### config.mk
export PLATFORM = sky130hd
export DESIGN_NAME = fir_tdm_scheduler
export DESIGN_NICKNAME = d
export VERILOG_FILES = /design/src/rtl/fir_tdm_scheduler.sv
export SDC_FILE = /design/constraint.sdc
export NUM_CORES = 2
export LEC_CHECK = 0
export ABC_AREA = 1
export BUFFER_PORTS_ARGS = -buffer_cell sky130_fd_sc_hd__buf_2
export CAP_MARGIN = 20
export CORE_UTILIZATION = 55
export DETAILED_ROUTE_END_ITERATION = 6
export PLACE_DENSITY = 0.74
export SLEW_MARGIN = 10
export SYNTH_ARGS = -nofsm -noshare
export SYNTH_HDL_FRONTEND = slang
export SYNTH_SLANG_ARGS = --single-unit
### constraint.sdc
create_clock -name clk -period 8.6 [get_ports clk]
set_clock_uncertainty 0.15 [all_clocks]
set_input_delay 1.72 -clock clk [delete_from_list [all_inputs] [get_ports clk]]
set_output_delay 1.72 -clock clk [all_outputs]
set_load 0.02 [all_outputs]
### src/rtl/fir_tdm_scheduler.sv
// fir_tdm_scheduler: round-robin sharing of one 32-tap MAC FIR engine among NCH ADC channels,
// each channel with its own trigger, sample latch, N-deep history and sticky overrun flag.
module fir_tdm_scheduler #(
  parameter int NCH   = 4,
  parameter int N     = 32,
  parameter int WIDTH = 14,
  parameter int SHIFT = 16
) (
  input  logic                     clk,
  input  logic                     n_rst,
  input  logic [NCH-1:0]           i_trig,
  input  logic [NCH*WIDTH-1:0]     din,
  input  logic                     i_clr_ovr,
  output logic                     o_busy,
  output logic                     o_valid,
  output logic [$clog2(NCH)-1:0]   o_ch,
  output logic [31:0]              dout,
  output logic [NCH-1:0]           o_overrun
);
  localparam int CW = $clog2(NCH);
  localparam int KW = $clog2(N);
  localparam int PW = WIDTH + 16;
  localparam int AW = PW + KW;
  localparam logic signed [15:0] COEFF [N] = '{
    -16'sd54, -16'sd64, -16'sd82, -16'sd97, -16'sd93, -16'sd47, 16'sd66, 16'sd266,
    16'sd562, 16'sd951, 16'sd1412, 16'sd1909, 16'sd2396, 16'sd2821, 16'sd3136, 16'sd3304,
    16'sd3304, 16'sd3136, 16'sd2821, 16'sd2396, 16'sd1909, 16'sd1412, 16'sd951, 16'sd562,
    16'sd266, 16'sd66, -16'sd47, -16'sd93, -16'sd97, -16'sd82, -16'sd64, -16'sd54};

  typedef enum logic [1:0] {IDLE, LOAD, MAC, OUT} state_t;
  state_t r_state, w_next;

  logic [NCH-1:0]          r_pend, w_gnt_oh;
  logic signed [WIDTH-1:0] r_lat [NCH];
  logic signed [WIDTH-1:0] r_hist [NCH][N];
  logic signed [WIDTH-1:0] r_smp;
  logic [CW-1:0]           r_ch, r_ptr, w_gnt, w_idx;
  logic [KW-1:0]           r_k;
  logic signed [AW-1:0]    r_acc;
  logic signed [PW-1:0]    w_prod;
  logic                    w_any, w_take;

  // Search downward so the candidate closest to r_ptr is written last and wins.
  always_comb begin
    w_gnt = '0;
    w_any = 1'b0;
    w_idx = '0;
    for (int i = NCH - 1; i >= 0; i--) begin
      w_idx = CW'((int'(r_ptr) + i) % NCH);
      if (r_pend[w_idx]) begin
        w_gnt = w_idx;
        w_any = 1'b1;
      end
    end
    w_take = r_state == IDLE && w_any;
    for (int c = 0; c < NCH; c++) w_gnt_oh[c] = w_take && w_gnt == CW'(c);
    w_prod = PW'(r_hist[r_ch][r_k]) * PW'(COEFF[r_k]);
  end

  always_comb begin
    w_next = r_state;
    w_next = r_state == IDLE ? (w_any ? LOAD : IDLE) :
             r_state == LOAD ? MAC :
             r_state == MAC  ? (r_k == KW'(N - 1) ? OUT : MAC) : IDLE;
  end

  assign o_busy = r_state != IDLE;

  always_ff @(posedge clk or negedge n_rst) begin
    if (!n_rst) r_state <= IDLE;
    else r_state <= w_next;
  end

  always_ff @(posedge clk or negedge n_rst) begin
    if (!n_rst) begin
      r_pend    <= '0;
      r_smp     <= '0;
      r_ch      <= '0;
      r_ptr     <= '0;
      r_k       <= '0;
      r_acc     <= '0;
      o_valid   <= 1'b0;
      o_ch      <= '0;
      dout      <= '0;
      o_overrun <= '0;
      for (int c = 0; c < NCH; c++) begin
        r_lat[c] <= '0;
        for (int j = 0; j < N; j++) r_hist[c][j] <= '0;
      end
    end else begin
      for (int c = 0; c < NCH; c++) if (i_trig[c]) r_lat[c] <= din[c*WIDTH +: WIDTH];
      r_pend    <= (r_pend & ~w_gnt_oh) | i_trig;
      o_overrun <= (o_overrun & {NCH{~i_clr_ovr}}) | (i_trig & r_pend & ~w_gnt_oh);
      o_valid   <= r_state == OUT;
      if (w_take) begin
        r_ch  <= w_gnt;
        r_smp <= r_lat[w_gnt];
        r_ptr <= w_gnt == CW'(NCH - 1) ? '0 : w_gnt + 1'b1;
      end
      if (r_state == LOAD) begin
        r_hist[r_ch][0] <= r_smp;
        for (int j = 1; j < N; j++) r_hist[r_ch][j] <= r_hist[r_ch][j-1];
        r_acc <= '0;
        r_k   <= '0;
      end
      if (r_state == MAC) begin
        r_acc <= r_acc + AW'(w_prod);
        r_k   <= r_k + 1'b1;
      end
      if (r_state == OUT) begin
        dout <= 32'(r_acc >>> SHIFT);
        o_ch <= r_ch;
      end
    end
  end
endmodule

==> impl_metrics.csv <==
group,metric,value,unit
status,status,"finished clean",
timing,relSlewSlack,6.034,%
min_path,hold_class,"reg2reg",
placed_design,gp_congestion,0.9345,
yosys,synthSimpleGateAreaFrac,23.14,%
clock_tree,cts_max_level,4,
yosys,synth_nets,13230,
floorplan,die_area,0.1825,mm^2
critical_path,cp.depth,32,
clock_tree,cts.sinks,1938,
grt,grt_pass1_vias,83780,
route,drc,0,
grt,antenna_found_initial,1,
critical_path,end_kind,"flip-flop",
critical_path,arrival,8.91,ns
critical_path,r2r_cells,32,
critical_path,start_kind,"flip-flop",
timing,slew_viol_final,0,
yosys,synth_common_cells,"4,565 x nand2_1, 2,021 x o21ai_0, 1,938 x dfrtp_1, 1,298 x inv_1, 819 x nor2_1",
critical_path,critPathKind,"reg2reg",
final_layout,fillerInstances,15390,
job,maxCapViolations,0,
floorplan,start_util,55.56,%
yosys,synth_top_family_by_area,"simple AND/OR/NAND/NOR gates",
critical_path,cp_data_required_time,9.17,ns
pwr,p_leak,0.05200,uW
clock_tree,cts_tree,"built",
floorplan,die_w,427.2,um
timing,fin_crit,8.337,ns
timing,rsz0062_at_grt,"no",
yosys,synth_compound_area_share,12.66,%
final_layout,final_util,61.13,%
clock_tree,clk_latency,0.88,ns
yosys,async_flop_share,100.0,%
clock_tree,clockBufferDepth,3,
yosys,yosys.area.top_type,"dfrtp_1",
yosys,synth_mux_area_share,0.1585,%
final_layout,n_antenna_cell,0,
final_layout,instances_no_fill,15100,
critical_path,cp_max_fo,36,
yosys,synth_edf_count,0,
yosys,yosysMostFrequentCell,"nand2_1",
yosys,ys_types,47,
route,postRouteWirelength,292800,um
placed_design,placed_cells,14720,
route,drt_iter0_markers,9940,
critical_path,r2r-end,"r_acc[34]$_DFFE_PN0P_",
clock_tree,clk_pin_slew,0.06,ns
timing,hold_viol,0,
placed_design,place_hpwl,174100,um
final_layout,final_nets,13020,
yosys,ys_warn_count,0,
yosys,synthAdderAreaFrac,6.779,%
critical_path,ff2ff_setup_slack,0.26,ns
route,drtPass1Iterations,7,
critical_path,r2r-start,"r_ch[1]$_DFFE_PN0P_",
yosys,synth_top_area_share,48.77,%
pwr,ir_drop,0.2484,mV
yosys,postSynthCellCount,12790,
timing,tightest_slew,1.409,ns
critical_path,cp_slowest_cell,"fa_1",
floorplan,ioPinCount,103,
grt,grt_use_total,32.53,%
pwr,p_per_area,181.3,mW/mm^2
floorplan,fp.dieH,427.2,um
floorplan,coreArea,0.1790,mm^2
grt,grt_max_degree,251,
yosys,seq_area_frac_synth,48.77,%
yosys,synthFlopType,"dfrtp_1",
critical_path,crit_path_end,"r_acc[34]$_DFFE_PN0P_",
final_layout,synthToLayoutAreaGrowth,10.04,%
clock_tree,cts_inserted_buffers,200,
route,via_count,85780,
final_layout,drive_gt1_share,5.953,%
clock_tree,hold_buffers,0,
timing,holdWs,0.3233,ns
yosys,yosys-top-cells-area,"dfrtp_1 49%, nand2_1 17%, o21ai_0 10%",
yosys,synth_area,0.09945,mm^2
yosys,synth_xor_area_share,0.07926,%
critical_path,cp_num_buf_inv,9,
timing,max_freq,120.0,MHz
placed_design,numPortBuffers,102,
route,routedWlPerCell,19.39,um
grt,grt_pass1_wl,467200,um
timing,tns,0,ns
route,detail-route-antenna-nets,0,
timing,setup_viol,0,
clock_tree,cts-root-buf,"clkbuf_16",
timing,period_share,96.94,%
floorplan,row_count,155,
grt,grt_overflow,0,
yosys,ys_ff_latch,1938,
route,vias_per_cell,5.679,
critical_path,startpoint,"r_ch[1]$_DFFE_PN0P_",
critical_path,critical-path-max-stage-delay,0.62,ns
yosys,syn_avg_cell_area,7.777,um^2
critical_path,cp_top_family,"adder cells",
## sequential cells by signal (all words and copies together), names as in the netlist, 4 cells and up
| name | count |
|---|---|
| r_hist | 1792 |
| r_lat | 56 |
| r_acc | 35 |
| dout | 19 |
| r_smp | 14 |
| r_k | 5 |
| o_overrun | 4 |
| r_pend | 4 |
## layout by cell type (no fill, tap or decap), types with 101 or more instances in the layout
cell type     n
nand3_1     411
ha_1        110
nor2_1      807
buf_2       101
dfrtp_1    1933
buf_4       180
o21ai_0    2020
inv_1      1296
fa_1        267
nand2_1    4561
clkbuf_16   206
a21oi_1     288
## worst min path at each step
stage / end / slack [ns] / start / cells after the start
3_3_place_gp: r_hist[1780]$_DFFE_PN0P_ / 0.30 / r_hist[1780]$_DFFE_PN0P_ / 2
2_1_floorplan: r_hist[449]$_DFFE_PN0P_ / 0.29 / r_hist[449]$_DFFE_PN0P_ / 2
5_1_grt: r_hist[449]$_DFFE_PN0P_ / 0.34 / r_hist[449]$_DFFE_PN0P_ / 2
3_5_place_dp: r_hist[435]$_DFFE_PN0P_ / 0.31 / r_hist[435]$_DFFE_PN0P_ / 2
4_1_cts: r_hist[435]$_DFFE_PN0P_ / 0.32 / r_hist[435]$_DFFE_PN0P_ / 2
6_report: r_hist[440]$_DFFE_PN0P_ / 0.32 / r_hist[440]$_DFFE_PN0P_ / 2
## metal layers
layer	vias up	part of all wire, %	global-route usage [%]
met5	-	0.017	0
met4	2	4.1	13.10
met3	649	9.3	5.657
met2	4042	46	51.35
met1	41560	41	44.70
li1	39520	-	-
## cells by family (layout without fill, tap and decap cells)
| logic type | after synthesis | count (layout) |
|---|---|---|
| and+or+nand+nor | 5908 | 5908 |
| AOI/OAI and AO/OA | 2460 | 2460 |
| buffers and inverters | 2080 | 2042 |
| DFF | 1938 | 1938 |
| adders and majority gates | 378 | 378 |
| muxes | 14 | 14 |
| xor gates and xnor gates | 9 | 9 |
## what timing repair did
item / CTS / global route
buffers inserted: 0 / 10
setup endpoints to repair: 0 / 18
gates resized for setup: 0 / 35
## cell type report
type / instances / area [um^2] / share of cell area [%]
clock buffer: 315 / 6020 / 5.501
clock inverter: 54 / 777.0 / 0.7100
inverter: 1312 / 4996 / 4.566
multi-input combinational: 8769 / 42740 / 39.06
sequential: 1938 / 48510 / 44.33
tap: 2355 / 2947 / 2.693
timing repair buffer: 361 / 3436 / 3.140
## power by group
part | internal (uW) | switching, uW | leakage [uW]
Clock | 5150 | 3780 | 0.00333
Combinational | 509 | 966 | 0.0220
Sequential | 9280 | 161 | 0.0267
## through the flow
step / power, uW / area [um^2] / setup slack, ns
after global routing: 20530 / 109400 / 0.002426
after global placement: 11060 / 102200 / 0.2765
after floorplan: 10470 / 99450 / 0.6195
final: 19840 / 109400 / 0.2634
after CTS: 19950 / 109000 / 0.07605
after detailed placement: 11090 / 102200 / 0.1328
## worst reg2reg max path: cells and delay by family (launching register included)
| family | cells | cell delay [ns] |
|---|---|---|
| adders and majority gates | 7 | 3.40 |
| and+or+nand+nor | 12 | 1.86 |
| buffers and inverters | 9 | 1.22 |
| AOI/OAI and AO/OA | 4 | 0.98 |
| DFF | 1 | 0.60 |
Note: power is estimated with default switching activity, not from simulation.
